**src/rtl/uart_rx_port_pkg.sv**
```systemverilog
// -----------------------------------------------------------------------------
// uart_rx_port_pkg
// Shared definitions for the UART receive port. A future uart_tx_port can
// import the same package.
//   - rx_state_t      : receiver FSM state encoding (3 bits)
//   - DATA_BITS       : data bits per frame (8N1)
//   - DEFAULT_DIVISOR : clk_core cycles per bit for a 48 MHz core at 115200 baud
//   - DEFAULT_DEPTH   : default receive FIFO depth
//   - half_bit_reload : counter reload that lands a sample in mid start bit
// -----------------------------------------------------------------------------
package uart_rx_port_pkg;

  localparam int DATA_BITS       = 8;
  localparam int DEFAULT_DIVISOR = 416;
  localparam int DEFAULT_DEPTH   = 4;

  typedef enum logic [2:0] {
    ST_IDLE      = 3'd0,
    ST_START     = 3'd1,
    ST_DATA      = 3'd2,
    ST_STOP      = 3'd3,
    ST_WAIT_IDLE = 3'd4
  } rx_state_t;

  // Integer division is intentional: for odd divisors the start-bit sample
  // sits half a cycle early, which is harmless.
  function automatic int half_bit_reload(input int divisor);
    return (divisor / 2) - 1;
  endfunction

endpackage

```
**src/rtl/uart_rx_port_sync_fifo.sv**
```systemverilog
// -----------------------------------------------------------------------------
// sync_fifo
// Single-clock first-word-fall-through FIFO.
// Parameters:
//   WIDTH : word width
//   DEPTH : number of entries (power of two, >= 2)
// Ports:
//   i_clk   : clock, rising edge
//   i_rst   : asynchronous active-high reset (empties the FIFO)
//   i_push  : write i_wdata; ignored when full unless a pop happens too
//   i_wdata : write data
//   i_pop   : remove the head word; ignored when empty
//   o_head  : head word, combinational; all zeros when empty
//   o_full  : DEPTH words held
//   o_empty : no words held
// Handshake: a word is accepted on a rising edge where i_push=1 and
// (o_full=0 or an effective pop occurs in the same cycle); a word is removed
// on a rising edge where i_pop=1 and o_empty=0. There is no back-pressure
// beyond o_full, so the producer must check it.
// -----------------------------------------------------------------------------
module sync_fifo #(
  parameter int WIDTH = 8,
  parameter int DEPTH = 4
) (
  input  logic             i_clk,
  input  logic             i_rst,
  input  logic             i_push,
  input  logic [WIDTH-1:0] i_wdata,
  input  logic             i_pop,
  output logic [WIDTH-1:0] o_head,
  output logic             o_full,
  output logic             o_empty
);

  localparam int AW = $clog2(DEPTH);

  logic [WIDTH-1:0] r_mem [DEPTH];
  // One extra pointer bit distinguishes full from empty when the indices match.
  logic [AW:0]      r_wr_ptr;
  logic [AW:0]      r_rd_ptr;

  logic             w_empty;
  logic             w_full;
  logic             w_pop;
  logic             w_push;

  assign w_empty = (r_wr_ptr == r_rd_ptr);
  assign w_full  = (r_wr_ptr[AW-1:0] == r_rd_ptr[AW-1:0]) &&
                   (r_wr_ptr[AW] != r_rd_ptr[AW]);

  // A pop on a full FIFO frees the slot the simultaneous push will use.
  assign w_pop  = i_pop & ~w_empty;
  assign w_push = i_push & (~w_full | w_pop);

  always_ff @(posedge i_clk or posedge i_rst) begin
    if (i_rst) begin
      r_wr_ptr <= '0;
      r_rd_ptr <= '0;
    end else begin
      if (w_push) begin
        r_wr_ptr <= r_wr_ptr + 1'b1;
      end
      if (w_pop) begin
        r_rd_ptr <= r_rd_ptr + 1'b1;
      end
    end
  end

  // Storage needs no reset: the pointers alone define which words are live.
  always_ff @(posedge i_clk) begin
    if (w_push) begin
      r_mem[r_wr_ptr[AW-1:0]] <= i_wdata;
    end
  end

  assign o_head  = w_empty ? '0 : r_mem[r_rd_ptr[AW-1:0]];
  assign o_full  = w_full;
  assign o_empty = w_empty;

endmodule

```
**src/rtl/uart_rx_port.sv**
```systemverilog
// -----------------------------------------------------------------------------
// uart_rx_port
// UART receiver, 8N1, LSB first, idle-high line. The asynchronous rx pin is
// brought into clk_core through a two-flop synchronizer; complete bytes are
// queued in a first-word-fall-through FIFO that the core drains with rd_en.
// Parameters:
//   DIVISOR : clk_core cycles per bit (>= 4)
//   DEPTH   : FIFO entries (power of two, >= 2)
// Ports:
//   clk_core    : core clock, all state on its rising edge
//   reset       : asynchronous active-high reset
//   rx          : raw serial line, asynchronous to clk_core
//   rd_en       : pop strobe; removes the head byte when rx_valid=1
//   err_clr     : clears the sticky error flags
//   rx_data     : head-of-FIFO byte, 8'h00 when empty
//   rx_valid    : FIFO non-empty
//   rx_full     : FIFO holds DEPTH bytes
//   overrun     : sticky, a byte was dropped because the FIFO was full
//   framing_err : sticky, a stop bit was sampled low
//   busy        : receiver is not idle
//   state_dbg   : current receiver FSM state (rx_state_t encoding)
// Handshake: the core sees a byte while rx_valid=1; asserting rd_en on a
// rising edge with rx_valid=1 consumes it, and rd_en while rx_valid=0 is
// ignored. The receiver itself cannot be stalled: a byte that completes while
// the FIFO is full is accepted only if a pop happens in that same cycle.
// -----------------------------------------------------------------------------
module uart_rx_port
  import uart_rx_port_pkg::*;
#(
  parameter int DIVISOR = DEFAULT_DIVISOR,
  parameter int DEPTH   = DEFAULT_DEPTH
) (
  input  logic       clk_core,
  input  logic       reset,
  input  logic       rx,
  input  logic       rd_en,
  input  logic       err_clr,
  output logic [7:0] rx_data,
  output logic       rx_valid,
  output logic       rx_full,
  output logic       overrun,
  output logic       framing_err,
  output logic       busy,
  output logic [2:0] state_dbg
);

  localparam int                CNT_W    = $clog2(DIVISOR);
  localparam logic [CNT_W-1:0]  CNT_HALF = CNT_W'(half_bit_reload(DIVISOR));
  localparam logic [CNT_W-1:0]  CNT_FULL = CNT_W'(DIVISOR - 1);
  localparam logic [2:0]        LAST_BIT = 3'(DATA_BITS - 1);

  // ---------------------------------------------------------------------------
  // Input synchronizer. Both stages reset high so reset never looks like a
  // start bit.
  // ---------------------------------------------------------------------------
  logic r_sync1;
  logic r_sync2;
  logic w_rx_s;

  always_ff @(posedge clk_core or posedge reset) begin
    if (reset) begin
      r_sync1 <= 1'b1;
      r_sync2 <= 1'b1;
    end else begin
      r_sync1 <= rx;
      r_sync2 <= r_sync1;
    end
  end

  assign w_rx_s = r_sync2;

  // ---------------------------------------------------------------------------
  // Receiver FSM: state register
  // ---------------------------------------------------------------------------
  rx_state_t              r_state;
  rx_state_t              w_state_next;
  logic [CNT_W-1:0]       r_cnt;
  logic [CNT_W-1:0]       w_cnt_next;
  logic [2:0]             r_bitcnt;
  logic [2:0]             w_bitcnt_next;
  logic [DATA_BITS-1:0]   r_shreg;
  logic [DATA_BITS-1:0]   w_shreg_next;

  logic                   w_push;
  logic                   w_set_overrun;
  logic                   w_set_framing;
  logic                   w_cnt_zero;

  logic                   w_fifo_full;
  logic                   w_fifo_empty;
  logic                   w_pop_eff;

  always_ff @(posedge clk_core or posedge reset) begin
    if (reset) begin
      r_state  <= ST_IDLE;
      r_cnt    <= '0;
      r_bitcnt <= '0;
      r_shreg  <= '0;
    end else begin
      r_state  <= w_state_next;
      r_cnt    <= w_cnt_next;
      r_bitcnt <= w_bitcnt_next;
      r_shreg  <= w_shreg_next;
    end
  end

  assign w_cnt_zero = (r_cnt == '0);
  assign w_pop_eff  = rd_en & ~w_fifo_empty;

  // ---------------------------------------------------------------------------
  // Receiver FSM: next state and per-cycle strobes
  // ---------------------------------------------------------------------------
  always_comb begin
    w_state_next  = r_state;
    w_cnt_next    = r_cnt;
    w_bitcnt_next = r_bitcnt;
    w_shreg_next  = r_shreg;
    w_push        = 1'b0;
    w_set_overrun = 1'b0;
    w_set_framing = 1'b0;

    case (r_state)
      ST_IDLE: begin
        if (!w_rx_s) begin
          // Half a bit later the sample lands in the middle of the start bit.
          w_cnt_next   = CNT_HALF;
          w_state_next = ST_START;
        end
      end

      ST_START: begin
        if (w_cnt_zero) begin
          if (!w_rx_s) begin
            w_cnt_next    = CNT_FULL;
            w_bitcnt_next = '0;
            w_state_next  = ST_DATA;
          end else begin
            // Line went back high before mid-bit: a glitch, not a frame.
            w_state_next = ST_IDLE;
          end
        end else begin
          w_cnt_next = r_cnt - 1'b1;
        end
      end

      ST_DATA: begin
        if (w_cnt_zero) begin
          // LSB arrives first, so shift right and insert at the top.
          w_shreg_next = {w_rx_s, r_shreg[DATA_BITS-1:1]};
          w_cnt_next   = CNT_FULL;
          if (r_bitcnt == LAST_BIT) begin
            w_state_next = ST_STOP;
          end else begin
            w_bitcnt_next = r_bitcnt + 1'b1;
          end
        end else begin
          w_cnt_next = r_cnt - 1'b1;
        end
      end

      ST_STOP: begin
        if (w_cnt_zero) begin
          if (w_rx_s) begin
            if (!w_fifo_full || w_pop_eff) begin
              w_push = 1'b1;
            end else begin
              w_set_overrun = 1'b1;
            end
            w_state_next = ST_IDLE;
          end else begin
            // A low stop bit means a break or a baud mismatch; wait for the
            // line to recover so a long break is not decoded as new frames.
            w_set_framing = 1'b1;
            w_state_next  = ST_WAIT_IDLE;
          end
        end else begin
          w_cnt_next = r_cnt - 1'b1;
        end
      end

      ST_WAIT_IDLE: begin
        if (w_rx_s) begin
          w_state_next = ST_IDLE;
        end
      end

      default: begin
        w_state_next = ST_IDLE;
      end
    endcase
  end

  // ---------------------------------------------------------------------------
  // Sticky error flags: a set in the same cycle as err_clr wins.
  // ---------------------------------------------------------------------------
  logic r_overrun;
  logic r_framing_err;

  always_ff @(posedge clk_core or posedge reset) begin
    if (reset) begin
      r_overrun     <= 1'b0;
      r_framing_err <= 1'b0;
    end else begin
      if (w_set_overrun) begin
        r_overrun <= 1'b1;
      end else if (err_clr) begin
        r_overrun <= 1'b0;
      end

      if (w_set_framing) begin
        r_framing_err <= 1'b1;
      end else if (err_clr) begin
        r_framing_err <= 1'b0;
      end
    end
  end

  // ---------------------------------------------------------------------------
  // Receive FIFO
  // ---------------------------------------------------------------------------
  logic [DATA_BITS-1:0] w_head;

  sync_fifo #(
    .WIDTH (DATA_BITS),
    .DEPTH (DEPTH)
  ) u_fifo (
    .i_clk   (clk_core),
    .i_rst   (reset),
    .i_push  (w_push),
    .i_wdata (r_shreg),
    .i_pop   (rd_en),
    .o_head  (w_head),
    .o_full  (w_fifo_full),
    .o_empty (w_fifo_empty)
  );

  // ---------------------------------------------------------------------------
  // Outputs
  // ---------------------------------------------------------------------------
  assign rx_data     = w_head;
  assign rx_valid    = ~w_fifo_empty;
  assign rx_full     = w_fifo_full;
  assign overrun     = r_overrun;
  assign framing_err = r_framing_err;
  assign busy        = (r_state != ST_IDLE);
  assign state_dbg   = r_state;

endmodule

```
**config.mk**
```make
export PLATFORM = sky130hd
export DESIGN_NAME = uart_rx_port
export DESIGN_NICKNAME = d
export VERILOG_FILES = /design/src/rtl/uart_rx_port_pkg.sv /design/src/rtl/uart_rx_port_sync_fifo.sv /design/src/rtl/uart_rx_port.sv
export SDC_FILE = /design/constraint.sdc
export NUM_CORES = 1
export LEC_CHECK = 0
export ABC_AREA = 1
export BUFFER_PORTS_ARGS = -buffer_cell sky130_fd_sc_hd__buf_2
export CORE_MARGIN = 2
export CORE_UTILIZATION = 56
export CTS_BUF_LIST = sky130_fd_sc_hd__clkbuf_8
export DETAILED_ROUTE_END_ITERATION = 6
export GPL_TIMING_DRIVEN = 0
export PLACE_DENSITY = 0.78
export SYNTH_ARGS = -nofsm -noshare
export SYNTH_HDL_FRONTEND = slang
export SYNTH_SLANG_ARGS = --single-unit
```
**constraint.sdc**
```tcl
create_clock -name clk_core -period 2.1 [get_ports clk_core]
set_clock_uncertainty 0.15 [all_clocks]
set_input_delay 0.63 -clock clk_core [delete_from_list [all_inputs] [get_ports clk_core]]
set_output_delay 0.63 -clock clk_core [all_outputs]
set_load 0.01 [all_outputs]
```
* Word-level counts from Yosys, hierarchy flattened
Memories as Yosys holds them, arrays and structs flattened. Index checks and enable logic that the tools add are counted.
Word-level totals: bits in registers 33, memory bits (writable) 32, bits of input ports 5, output and inout port bits 16, word-level logic and storage cells 89, memories kept 1
Memory list:
- u_fifo.r_mem | words 4, width 8, read ports 1, clocked after memory_dff 0, write ports 1, RTL line uart_rx_port_sync_fifo.sv:37 | logic [WIDTH-1:0] r_mem [DEPTH];
Operators by class: add/subtract/negate cells 4, eq/ne operators 18, mux-type cells 37, bitwise gates (word level) 5, reduce and logical (&&, ||, !) cells 14
Operator list (number):
- two-way mux 9 bit | 5
- one-hot mux 9 bit (4 select lines) | 1
- two-way mux 3 bit | 11
- != test 2 bit, second input constant | 9
- two-way mux 1 bit | 16
- one-hot mux 3 bit (5 select lines) | 1
- adder 3 x 1 -> 3 bit, second input constant | 3
- logical NOT 9 bit | 1
- subtractor 9 x 1 -> 9 bit, second input constant | 1
- two-way mux 8 bit | 1
- equality test 3 x 2 -> 1 bit, second input constant | 2
- equality test 3 bit, second input constant | 2
- one-hot mux 3 bit (2 select lines) | 1
- AND reduction 6 bit | 1
- nonzero test 2 bit | 3
- AND reduction 5 bit | 1
- AND reduction 4 bit | 1
- nonzero test 4 bit | 1
- equality test 3 x 1 -> 1 bit, second input constant | 1
- equality test 3 bit | 1
- logical NOT 3 bit | 1
- != test 3 bit, second input constant | 1
- nonzero test 3 bit | 1
- bitwise AND 1 bit | 2
- 9 further kinds | 10

* Depth between registers and ports, before layout
Gate-level depths: netlist of the first run.
depth after elaboration 11, mapped depth 10, mapped depth without buffers 10

* Modules after synthesis
A second synthesis of the first run with hierarchy kept.
Second synthesis, totals: cell total of the unflattened synthesis 370, area total of the unflattened synthesis 3349.5 µm²
By module, submodules not included:
- sync_fifo | times used 1, cells an instance 163, area an instance 1778.0 µm², seq. area each 1111.1 µm²
- uart_rx_port | times used 1, cells an instance 207, area an instance 1571.5 µm², seq. area each 678.2 µm²

* Worst setup path after synthesis of the first run
OpenSTA, ideal clock, no wires.
path kind reg-to-reg, start reg r_cnt[0], end mem u_fifo.r_mem[0][0], enable pin, library setup time 0.371 ns, arrival 1.700 ns, required time 1.579 ns, slack -0.120 ns, cell stages (with the launch flop) 10, path buffers 1, period minus slack after synthesis 2.220 ns, cell sequence dfrtp_1 inv_1 ha_1 nand3_2 nor2_4 buf_6 nand2_4 nor2_8 nand2_4 nor2_1
Between the ends: cells in the longest elaborated chain, start to end 6
Ends and longest elaborated chain:
- start, declared | RTL line uart_rx_port.sv:77 | logic [CNT_W-1:0] r_cnt;
- start signal, assigned | RTL line uart_rx_port.sv:101 | r_cnt <= w_cnt_next;
- logical NOT 9 bit | RTL line uart_rx_port.sv:107 | assign w_cnt_zero = (r_cnt == '0);
- two-way mux 1 bit | RTL line uart_rx_port.sv:162 | if (w_cnt_zero) begin
- two-way mux 1 bit | RTL line uart_rx_port.sv:122 | case (r_state)
- bitwise AND 1 bit | RTL line uart_rx_port_sync_fifo.sv:53 | assign w_push = i_push & (~w_full | w_pop);
- two-way mux 1 bit | RTL line uart_rx_port_sync_fifo.sv:71 | if (w_push) begin
- two-way mux 1 bit (not written as such) | RTL line uart_rx_port_sync_fifo.sv:72 | r_mem[r_wr_ptr[AW-1:0]] <= i_wdata;
- end, declared | RTL line uart_rx_port_sync_fifo.sv:37
Every way passes these cells.

* Worst setup path after layout of the first run
start reg u_fifo.r_rd_ptr[0], end out rx_data[7]
Between the ends: cells in the longest elaborated chain, start to end 2, elaborated cells between the ends (all ways) 3, those cells by class eq/ne (1); mux (1); memory (1)
Ends and longest elaborated chain:
- start, declared | RTL line uart_rx_port_sync_fifo.sv:40 | logic [AW:0] r_rd_ptr;
- start signal, assigned | RTL line uart_rx_port_sync_fifo.sv:64 | r_rd_ptr <= r_rd_ptr + 1'b1;
- memory read (4 x 8 bit) / equality test 3 bit (equally long branches)
- two-way mux 8 bit * | RTL line uart_rx_port_sync_fifo.sv:76 | assign o_head = w_empty ? '0 : r_mem[r_rd_ptr[AW-1:0]];
- end, declared | RTL line uart_rx_port.sv:38 | output logic [7:0] rx_data,
Mark *: on every way between the ends. The rest lies on a longest branch, timed or not.

==> flow_summary_export.csv, run 1 <==
group,metric,value,unit
timing,final_hold_viol_count,0,
placed_design,placed_area,3400,um^2
floorplanning,die-area,6340,um^2
logic_synthesis,yosys.area.top_type,"edfxtp_1",
critical_path,cp-start-kind,"flip-flop",
logic_synthesis,synth_top_family_by_area,"simple AND/OR/NAND/NOR gates",
finish,final_nets,405,
logic_synthesis,synthSimpleGateAreaFrac,25.0,%
clock_tree,clk_latency,0.34,ns
logic_synthesis,synthMuxAreaShare,0,%
placed_design,portBuffers,20,
floorplanning,fp-row-count,27,
logic_synthesis,synth_area,3200,um^2
clock_tree,clk_pin_slew,0.07,ns
logic_synthesis,netlist_instances,337,
detailed_routing,drt_first_pass_iters,4,
logic_synthesis,synth_top_area_share,30.0,%
clock_tree,htree_levels,3,
timing,min_period_over_period,114,%
logic_synthesis,post_synth_xor_area_fraction,1.64,%
critical_path,crit_start,"u_fifo.r_rd_ptr[0]",
floorplanning,io_pins,21,
timing,finalSetupViolations,10,
critical_path,r2r_cells,9,
finish,n_antenna_cell,0,
critical_path,cp.arrival,1.62,ns
timing,fmax,417,MHz
timing,period_minus_slack,2.40,ns
detailed_routing,drtIter0Drc,125,
logic_synthesis,ys_ff_latch,65,
timing,finalMaxSlewViolations,0,
run,cap_violations,0,
finish,post-route-util,72.9,%
power_and_ir_drop,p_leak,1.92,nW
detailed_routing,ant_nets,0,
floorplanning,initial_core_util,58.2,%
detailed_routing,dr_total_vias,2455,
logic_synthesis,synthTopCellsByCount,"nand2_1 (78), nor2_1 (38), inv_1 (37)",
logic_synthesis,yosys-top-cells-area,"edfxtp_1 (30%), dfrtp_1 (24%), nand2_1 (9.1%), nor2_1 (4.5%), inv_1 (4.3%)",
global_routing,antenna_found_initial,0,
logic_synthesis,synth.avg_cell_area,9.51,um^2
critical_path,cp-end-kind,"output pin",
detailed_routing,drc,0,
logic_synthesis,ys_types,34,
clock_tree,clock_path_buffers,2,
detailed_routing,routed_wl,6610,um
timing,max-slew-margin-rel,53.3,%
floorplanning,die_w,79.6,um
timing,worst_pin_slew,0.700,ns
critical_path,crit_fanout,10,
critical_path,path_class,"reg2out",
logic_synthesis,synth-main-ff-cell,"edfxtp_1",
finish,finalInstanceArea,4020,um^2
clock_tree,clock-root-buffer,"clkbuf_8",
timing,finalSetupTns,-2.64,ns
global_routing,grt_pass1_wl,11200,um
detailed_routing,wl_per_cell,14.2,um
global_routing,grt_max_degree,34,
logic_synthesis,yosysMostFrequentCell,"nand2_1",
logic_synthesis,yosys.area_share.adder,3.51,%
placed_design,dpl_worst_slack,-0.306,ns
logic_synthesis,syn-num-nets,351,
logic_synthesis,synth_compound_area_share,7.69,%
status,violations,"setup timing",
power_and_ir_drop,p_total,0.00387,W
clock_tree,cts_hold_buf,0,
floorplanning,core,5510,um^2
power_and_ir_drop,power.density,963,nW/um^2
finish,layout-drive-gt1-share,26.8,%
logic_synthesis,async_reset_ff_share,50.8,%
global_routing,grt_pass1_vias,2354,
power_and_ir_drop,ir_worst_vdd,641,uV
clock_tree,cts_tree,"yes",
detailed_routing,vias_per_cell,5.26,
placed_design,finalWeightedCongestion,0.841,
placed_design,dpl.hpwl,4090,um
hold_path,hold_class,"reg2reg",
logic_synthesis,seq_area_frac_synth,55.8,%
hold_path,hp-start,"r_sync1",
logic_synthesis,synth_edf_count,32,
hold_path,min_path_cells,0,
status,outcome,"finished, violations left",
clock_tree,numClockSinks,65,
timing,rsz0062_at_grt,"true",
global_routing,gr-usage-all-layers,23.7,%
finish,syn_to_final_growth,25.3,%
critical_path,r2r_start,"u_fifo.r_rd_ptr[1]",
critical_path,crit_required,1.32,ns
floorplanning,die_h,79.6,um
global_routing,overflow,0,
logic_synthesis,yosysWarnings,0,
timing,worst_slack,-0.298,ns
clock_tree,cts_buffers,9,
-- power by group --
part	internal, W	switching, W
clock	0.000657	0.000465
sequential	0.00136	0.0000300
combinational	0.000686	0.000670
total	0.00270	0.00116
-- worst max-delay path: stages (launching register included) --
cell and delay (ns):
dfrtp_1 0.40, buf_8 0.17, xnor2_4 0.15, nand3b_1 0.15, buf_6 0.18, nand2_2 0.07
inv_1 0.04, buf_2 0.13
-- placed cells by master (no fill, tap or decap), types with 3 or more instances in the layout --
cell type,Yosys,layout
buf_4,0,19
nand4_1,8,8
o21ai_2,3,3
nand3_1,26,26
nand2_1,78,77
clkbuf_8,0,10
nand2_2,3,4
edfxtp_1,32,32
nor2_2,3,3
o21ai_0,20,18
buf_12,0,3
dfrtp_1,31,31
o21ai_1,2,4
o32ai_1,8,7
ha_1,9,8
nor2_1,38,35
inv_2,1,5
inv_1,37,32
nor2_4,3,6
nand3_2,3,3
buf_6,2,7
buf_2,5,18
-- area by class of cell --
class / instances / area [um^2]
Inverter: 39 / 163
Sequential cell: 65 / 1790
Clock buffer: 9 / 124
Tap cell: 72 / 90.1
Clock inverter: 6 / 82.6
Fill cell: 375 / 1490
Buffer: 9 / 119
Timing Repair Buffer: 43 / 347
Multi-Input combinational cell: 224 / 1300
-- kinds of logic (layout without fill, tap and decap cells) --
| family | after synthesis | count (layout) |
|---|---|---|
| flip-flops | 65 | 65 |
| AND/OR/NAND/NOR | 171 | 171 |
| adder cells (fa/ha/maj) | 9 | 9 |
| XOR/XNOR | 6 | 6 |
| buffers and inverters | 48 | 106 |
| AO/OA/AOI/OAI | 38 | 38 |
-- final timing paths --
check / slack (ns) / endpoint
worst min register to register: 0.22 / r_sync2
worst max register to register: 0.05 / u_fifo.r_mem[1][2]
min in group asynchronous: 0.25 / u_fifo.r_wr_ptr[1]
max in group asynchronous: 1.09 / r_shreg[3]
worst max-delay path: -0.30 / rx_data[7]
worst min-delay path: 0.22 / r_sync2
-- flip-flops by register name (all words and copies together), names as in the netlist --
| name | cells |
|---|---|
| framing_err | 1 |
| overrun | 1 |
| r_bitcnt | 3 |
| r_cnt | 9 |
| r_shreg | 8 |
| r_sync1 | 1 |
| r_sync2 | 1 |
| state_dbg | 3 |
| u_fifo.r_mem | 32 |
| u_fifo.r_rd_ptr | 3 |
| u_fifo.r_wr_ptr | 3 |
-- per-layer routing --
layer | track usage, % | wire, um
met5 | 0 | 0
met4 | 10.3 | 87
met3 | 5.77 | 240
met2 | 39.2 | 3420
met1 | 29.7 | 2860
-- stage by stage --
| stage | hold WS, ns | std cells |
|---|---|---|
| after floorplan | 0.195 | 337 |
| after global placement | 0.197 | 429 |
| after detailed placement | 0.203 | 429 |
| after CTS | 0.207 | 457 |
| after global routing | 0.211 | 467 |
| final | 0.219 | 467 |
-- timing repair --
action | in CTS | in global routing
gates resized for setup | 28 | 16
setup buffers | 13 | 9
endpoints found under the setup margin | 43 | 42
endpoints found under the hold margin | 0 | 0
cloned | 0 | 1
pin swaps | 7 | 4
Power figures use the tool's default switching activity.
==> run 2: changes to the inputs <==
--- a/config.mk
+++ b/config.mk
@@ -6,11 +6,11 @@
 export NUM_CORES = 1
 export LEC_CHECK = 0
 export ABC_AREA = 1
-export BUFFER_PORTS_ARGS = -buffer_cell sky130_fd_sc_hd__buf_2
 export CORE_MARGIN = 2
-export CORE_UTILIZATION = 56
+export CORE_UTILIZATION = 59
 export CTS_BUF_LIST = sky130_fd_sc_hd__clkbuf_8
 export DETAILED_ROUTE_END_ITERATION = 6
+export DONT_BUFFER_PORTS = 1
 export GPL_TIMING_DRIVEN = 0
 export PLACE_DENSITY = 0.78
 export SYNTH_ARGS = -nofsm -noshare
==> run 2 against run 1 <==
Compared with the run above: design area is the same; cell count shrank 3.4%; die area down 4.8%; total power grew 5.5%; largest power group is now combinational cells; the flow still finishes with violations (setup timing); combinational power up 9%; utilization up 4.7 points; flip-flop and latch count unchanged; sequential share of layout area is the same; register-to-register slack gained 0.09 ns; first-iteration DRC count rose by 30%.
==> flow_summary_export.csv, run 2 (same netlist as run 1, synthesis figures left out) <==
group,metric,value,unit
detailed_routing,ant_nets,0,
finish,final_nets,390,
timing,holdWs,0.135,ns
critical_path,r2r-end,"u_fifo.r_mem[2][1]",
timing,finalMaxSlewViolations,0,
finish,mostFrequentLayoutCells,"nand2_1 (78), edfxtp_1 (32), nor2_1 (31), dfrtp_1 (31), nand3_1 (26)",
floorplanning,fp-row-count,26,
clock_tree,numClockSinks,65,
timing,final_hold_viol_count,0,
detailed_routing,routed_wl,7280,um
detailed_routing,vias_per_cell,5.53,
global_routing,grt_pass1_vias,2364,
timing,finalSetupViolations,10,
critical_path,cp.buffers_inverters,4,
power_and_ir_drop,p_leak,1.85,nW
finish,layout-drive-gt1-share,28.1,%
finish,syn_to_final_growth,25.3,%
status,violations,"setup timing",
power_and_ir_drop,p_total,0.00408,W
power_and_ir_drop,power.density,1020,nW/um^2
global_routing,gr-usage-all-layers,24.9,%
critical_path,cp-start-kind,"flip-flop",
power_and_ir_drop,ir_worst_vdd,640,uV
detailed_routing,drc,0,
timing,period_minus_slack,2.42,ns
global_routing,overflow,0,
clock_tree,clk_pin_slew,0.08,ns
critical_path,max_stage_delay,0.42,ns
floorplanning,io_pins,21,
critical_path,r2r_start,"r_cnt[1]",
critical_path,crit_path_frequent_cell,"buf_6",
placed_design,place_inst,407,
floorplanning,die_h,77.7,um
global_routing,grt_max_degree,34,
critical_path,path_cells,"buf_6, clkinv_8, buf_6, nor2_1, o32ai_1, nand2_1, inv_2",
timing,fmax,413,MHz
critical_path,crit_fanout,7,
hold_path,hold_class,"in2reg",
critical_path,critPathSlowestCell,"dfrtp_1",
timing,max-slew-margin-rel,75.7,%
hold_path,min_path_cells,0,
critical_path,cp.arrival,1.64,ns
hold_path,hp-start,"rx",
detailed_routing,dr_total_vias,2492,
status,outcome,"finished, violations left",
hold_path,whs_endpoint,"r_sync1",
clock_tree,cts_tree,"yes",
placed_design,dpl.hpwl,4050,um
detailed_routing,drt_first_pass_iters,5,
timing,min_period_over_period,115,%
finish,fill_cells,320,
finish,largest_register_ffs,32,
floorplanning,core,5170,um^2
critical_path,r2r_cells,8,
clock_tree,clock-root-buffer,"clkbuf_8",
detailed_routing,drtIter0Drc,163,
critical_path,path_class,"reg2out",
timing,worst_slack,-0.322,ns
clock_tree,cts_buffers,9,
placed_design,finalWeightedCongestion,0.822,
global_routing,antenna_found_initial,0,
run,cap_violations,0,
floorplanning,die_w,77.7,um
critical_path,cp-end-kind,"output pin",
finish,final_common_cell,"nand2_1",
critical_path,critPathTopFamily,"buffers and inverters",
finish,n_antenna_cell,0,
floorplanning,initial_core_util,61.9,%
finish,finalNonFillerCells,451,
detailed_routing,wl_per_cell,16.1,um
critical_path,crit_required,1.32,ns
placed_design,portBuffers,0,
clock_tree,clock_path_buffers,2,
global_routing,grt_pass1_wl,11400,um
clock_tree,htree_levels,3,
critical_path,ff2ff_setup_slack,0.14,ns
clock_tree,clk_latency,0.34,ns
timing,rsz0062_at_grt,"true",
timing,worst_pin_slew,0.364,ns
floorplanning,die-area,6040,um^2
run 2: where the power goes:
| part | switching (W) | internal (W) |
|---|---|---|
| clock | 0.000530 | 0.000678 |
| combinational | 0.000783 | 0.000701 |
| sequential | 0.0000314 | 0.00136 |
run 2: routing by layer:
layer  global-route usage (%)  part of all wire (%)
met5                        0                     0
met1                     30.6                    42
met4                     12.1                   2.7
met3                     4.19                   4.7
met2                     42.7                    51
run 2: repair_timing:
item	in CTS	in global routing
gates resized for setup	54	11
pin swaps	11	9
setup endpoints to repair	42	43
hold buffers	0	1
gates cloned	3	0
hold endpoints to repair	0	7
buffers inserted	13	11
run 2: cell type report:
type	instances	area, um^2	area share (%)
timing repair buffer	29	293	7.29
multi-input combinational	224	1350	33.7
sequential	65	1790	44.6
buffer	8	104	2.59
inverter	39	163	4.05
tap	70	87.6	2.18
clock inverter	7	103	2.56
clock buffer	9	124	3.09
run 2: worst max-delay path by stage:
stage / from / cells after the start / slack [ns] / end
2_1_floorplan: r_cnt[0] / 9 / 0.03 / u_fifo.r_mem[1][0]
3_3_place_gp: r_cnt[0] / 9 / -0.28 / u_fifo.r_mem[0][5]
3_5_place_dp: r_cnt[0] / 9 / -0.30 / u_fifo.r_mem[0][5]
4_1_cts: u_fifo.r_rd_ptr[0] / 6 / -0.19 / rx_data[6]
5_1_grt: u_fifo.r_rd_ptr[0] / 6 / -0.36 / rx_data[1]
6_report: u_fifo.r_rd_ptr[0] / 7 / -0.32 / rx_data[1]
run 2: metrics by stage:
step	setup WS, ns	setup TNS (ns)	area (um^2)	utilization, %
2_1_floorplan	0.0343	0	3210	-
3_3_place_gp	-0.277	-8.48	3290	63.7
3_5_place_dp	-0.300	-9.48	3290	63.7
4_1_cts	-0.185	-1.44	3860	74.6
5_1_grt	-0.359	-3.01	4020	77.6
6_report	-0.322	-2.42	4020	77.6
==> run 3: changes to the inputs <==
--- a/config.mk
+++ b/config.mk
@@ -5,7 +5,6 @@
 export SDC_FILE = /design/constraint.sdc
 export NUM_CORES = 1
 export LEC_CHECK = 0
-export ABC_AREA = 1
 export CORE_MARGIN = 2
 export CORE_UTILIZATION = 59
 export CTS_BUF_LIST = sky130_fd_sc_hd__clkbuf_8
==> run 3 against run 2 <==
Compared with the run above: the run still ends with setup timing left; highest routed layer unchanged; utilization shrank 4.4 points; largest power group is now registers; non-clock buffer count shrank 19; synthesized cell count shrank 35%; clock power shrank 11%; synthesized area shrank 6.8%; first-iteration DRC count shrank 23%; die area shrank 6.5%; register-to-register slack lost 0.32 ns; setup slack gained 0.038 ns; largest cell class unchanged.
==> flow_summary_export.csv, run 3 <==
group,metric,value,unit
critical_path,crit_required,1.32,ns
timing,max-slew-margin-rel,52.6,%
logic_synthesis,synthTopCellsByCount,"edfxtp_1 (32), dfrtp_1 (31), and2_1 (12), inv_1 (12), nand2_1 (11)",
run,cap_violations,0,
power_and_ir_drop,p_leak,1.48,nW
finish,syn_to_final_growth,17.3,%
power_and_ir_drop,ir_worst_vdd,446,uV
status,outcome,"finished, violations left",
logic_synthesis,yosysMostFrequentCell,"edfxtp_1",
logic_synthesis,seq_area_frac_synth,59.9,%
logic_synthesis,syn-num-nets,234,
global_routing,grt_max_degree,34,
floorplanning,die_h,75.1,um
logic_synthesis,synth-main-ff-cell,"edfxtp_1",
global_routing,grt_pass1_wl,9130,um
detailed_routing,routed_wl,5720,um
critical_path,path_class,"reg2out",
timing,finalMaxSlewViolations,0,
logic_synthesis,netlist_instances,220,
timing,rsz0062_at_grt,"true",
timing,worst_pin_slew,0.709,ns
finish,finalInstanceArea,3500,um^2
detailed_routing,drc,0,
floorplanning,io_pins,21,
hold_path,hold_class,"in2async",
floorplanning,die-area,5650,um^2
floorplanning,core,4790,um^2
finish,n_antenna_cell,0,
global_routing,gr-usage-all-layers,22.6,%
placed_design,dpl_worst_slack,-0.325,ns
global_routing,grt_pass1_vias,1952,
global_routing,overflow,0,
floorplanning,fp-row-count,25,
timing,fmax,419,MHz
finish,final_common_cell,"edfxtp_1",
timing,final_hold_viol_count,0,
critical_path,r2r_cells,6,
clock_tree,clk_latency,0.33,ns
logic_synthesis,synth_top_area_share,32.2,%
clock_tree,cts_tree,"yes",
logic_synthesis,yosys-top-cells-area,"edfxtp_1 (32%), dfrtp_1 (26%), mux4_2 (6.0%), ha_1 (3.8%), mux2_2 (3.8%)",
finish,largest_register_ffs,32,
logic_synthesis,ys_ff_latch,65,
finish,layout-drive-gt1-share,34.0,%
placed_design,portBuffers,0,
status,violations,"setup timing",
floorplanning,initial_core_util,62.4,%
logic_synthesis,ys_types,46,
logic_synthesis,async_reset_ff_share,50.8,%
placed_design,finalWeightedCongestion,0.912,
finish,final_nets,253,
clock_tree,clk_pin_slew,0.07,ns
placed_design,placed_area,3080,um^2
detailed_routing,drtIter0Drc,125,
detailed_routing,dr_total_vias,1863,
logic_synthesis,yosys.area.top_type,"edfxtp_1",
clock_tree,numClockSinks,65,
floorplanning,die_w,75.1,um
logic_synthesis,synth.avg_cell_area,13.6,um^2
finish,mostFrequentLayoutCells,"edfxtp_1 (32), dfrtp_1 (30), clkbuf_8 (12), inv_1 (12)",
power_and_ir_drop,p_total,0.00289,W
power_and_ir_drop,power.density,827,nW/um^2
timing,worst_slack,-0.284,ns
global_routing,antenna_found_initial,0,
critical_path,cp-end-kind,"output pin",
critical_path,cp-start-kind,"flip-flop",
clock_tree,htree_levels,3,
critical_path,cp.arrival,1.60,ns
detailed_routing,ant_nets,0,
detailed_routing,wl_per_cell,18.4,um
logic_synthesis,yosysWarnings,0,
detailed_routing,vias_per_cell,5.99,
clock_tree,clock_path_buffers,2,
critical_path,crit_fanout,10,
logic_synthesis,synth_edf_count,32,
detailed_routing,drt_first_pass_iters,4,
clock_tree,clock-root-buffer,"clkbuf_8",
logic_synthesis,synth_area,2990,um^2
timing,period_minus_slack,2.38,ns
timing,min_period_over_period,114,%
clock_tree,cts_buffers,9,
placed_design,dpl.hpwl,3610,um
timing,finalSetupViolations,44,
run 3: changes by cell type after synthesis, sizes merged, moves of 10 or more:
cell | before | now
o21ai | 26 | 6
nand2 | 84 | 11
and2 | 0 | 13
nand3 | 29 | 5
inv | 38 | 12
nor2 | 45 | 8
mux2 | 0 | 10
run 3: stage by stage:
stage	hold slack, ns	util (%)	cells	TNS (ns)
after global routing	0.117	73.2	311	-12.41
after detailed placement	0.200	64.3	287	-12.00
after global placement	0.197	64.3	287	-10.92
after CTS	0.127	71.6	307	-9.12
final	0.132	73.2	311	-7.65
after floorplan	0.195	-	220	-1.11
run 3: layer usage:
layer	vias to the layer above	GRT usage, %	share of wire (%)
met1	923	27.7	40
li1	853	-	-
met5	-	0	0
met4	0	11.1	2.4
met3	18	3.88	5.0
met2	69	38.9	52
run 3: cells by family after synthesis:
family | synth area share [%]
XOR/XNOR | 2.89
buffers and inverters | 3.14
adder cells (fa/ha/maj) | 4.11
flip-flops | 59.9
AO/OA/AOI/OAI | 7.17
AND/OR/NAND/NOR | 11.9
multiplexers | 10.8
run 3: final cells by class:
type	count	area [um^2]
Timing Repair Buffer	8	60.1
Sequential cell	65	1790
Multi-Input combinational cell	133	1200
Tap cell	67	83.8
Buffer	10	118
Clock inverter	5	55.1
Inverter	12	45.0
Fill cell	324	1280
Clock buffer	11	151
run 3: path summary, 6_finish.rpt:
path,from,end,slack [ns]
setup / recovery,u_fifo.r_rd_ptr[0],rx_data[7],-0.28
hold / removal,reset,framing_err,0.13
setup reg to reg,u_fifo.r_rd_ptr[1],u_fifo.r_mem[2][7],-0.18
hold reg to reg,r_sync1,r_sync2,0.21
max in group asynchronous,reset,r_cnt[6],1.16
min in group clk_core,rx,r_sync1,0.13
run 3: repair_timing:
item | CTS | global route
resized for setup | 27 | 15
pin swaps | 2 | 0
setup buffers | 4 | 4
hold buffers | 0 | 0
endpoints found under the setup margin | 57 | 61
run 3: where the power goes:
| part | leakage [nW] | internal, W | switching, W |
|---|---|---|---|
| registers | 0.772 | 0.00136 | 0.0000292 |
| clock network | 0.107 | 0.000609 | 0.000473 |
| logic | 0.605 | 0.000213 | 0.000209 |
run 3: worst max-delay path: stages (launching register included):
cell and delay [ns]:
dfrtp_1 0.40, buf_12 0.16, mux4_2 0.52, and2_4 0.18
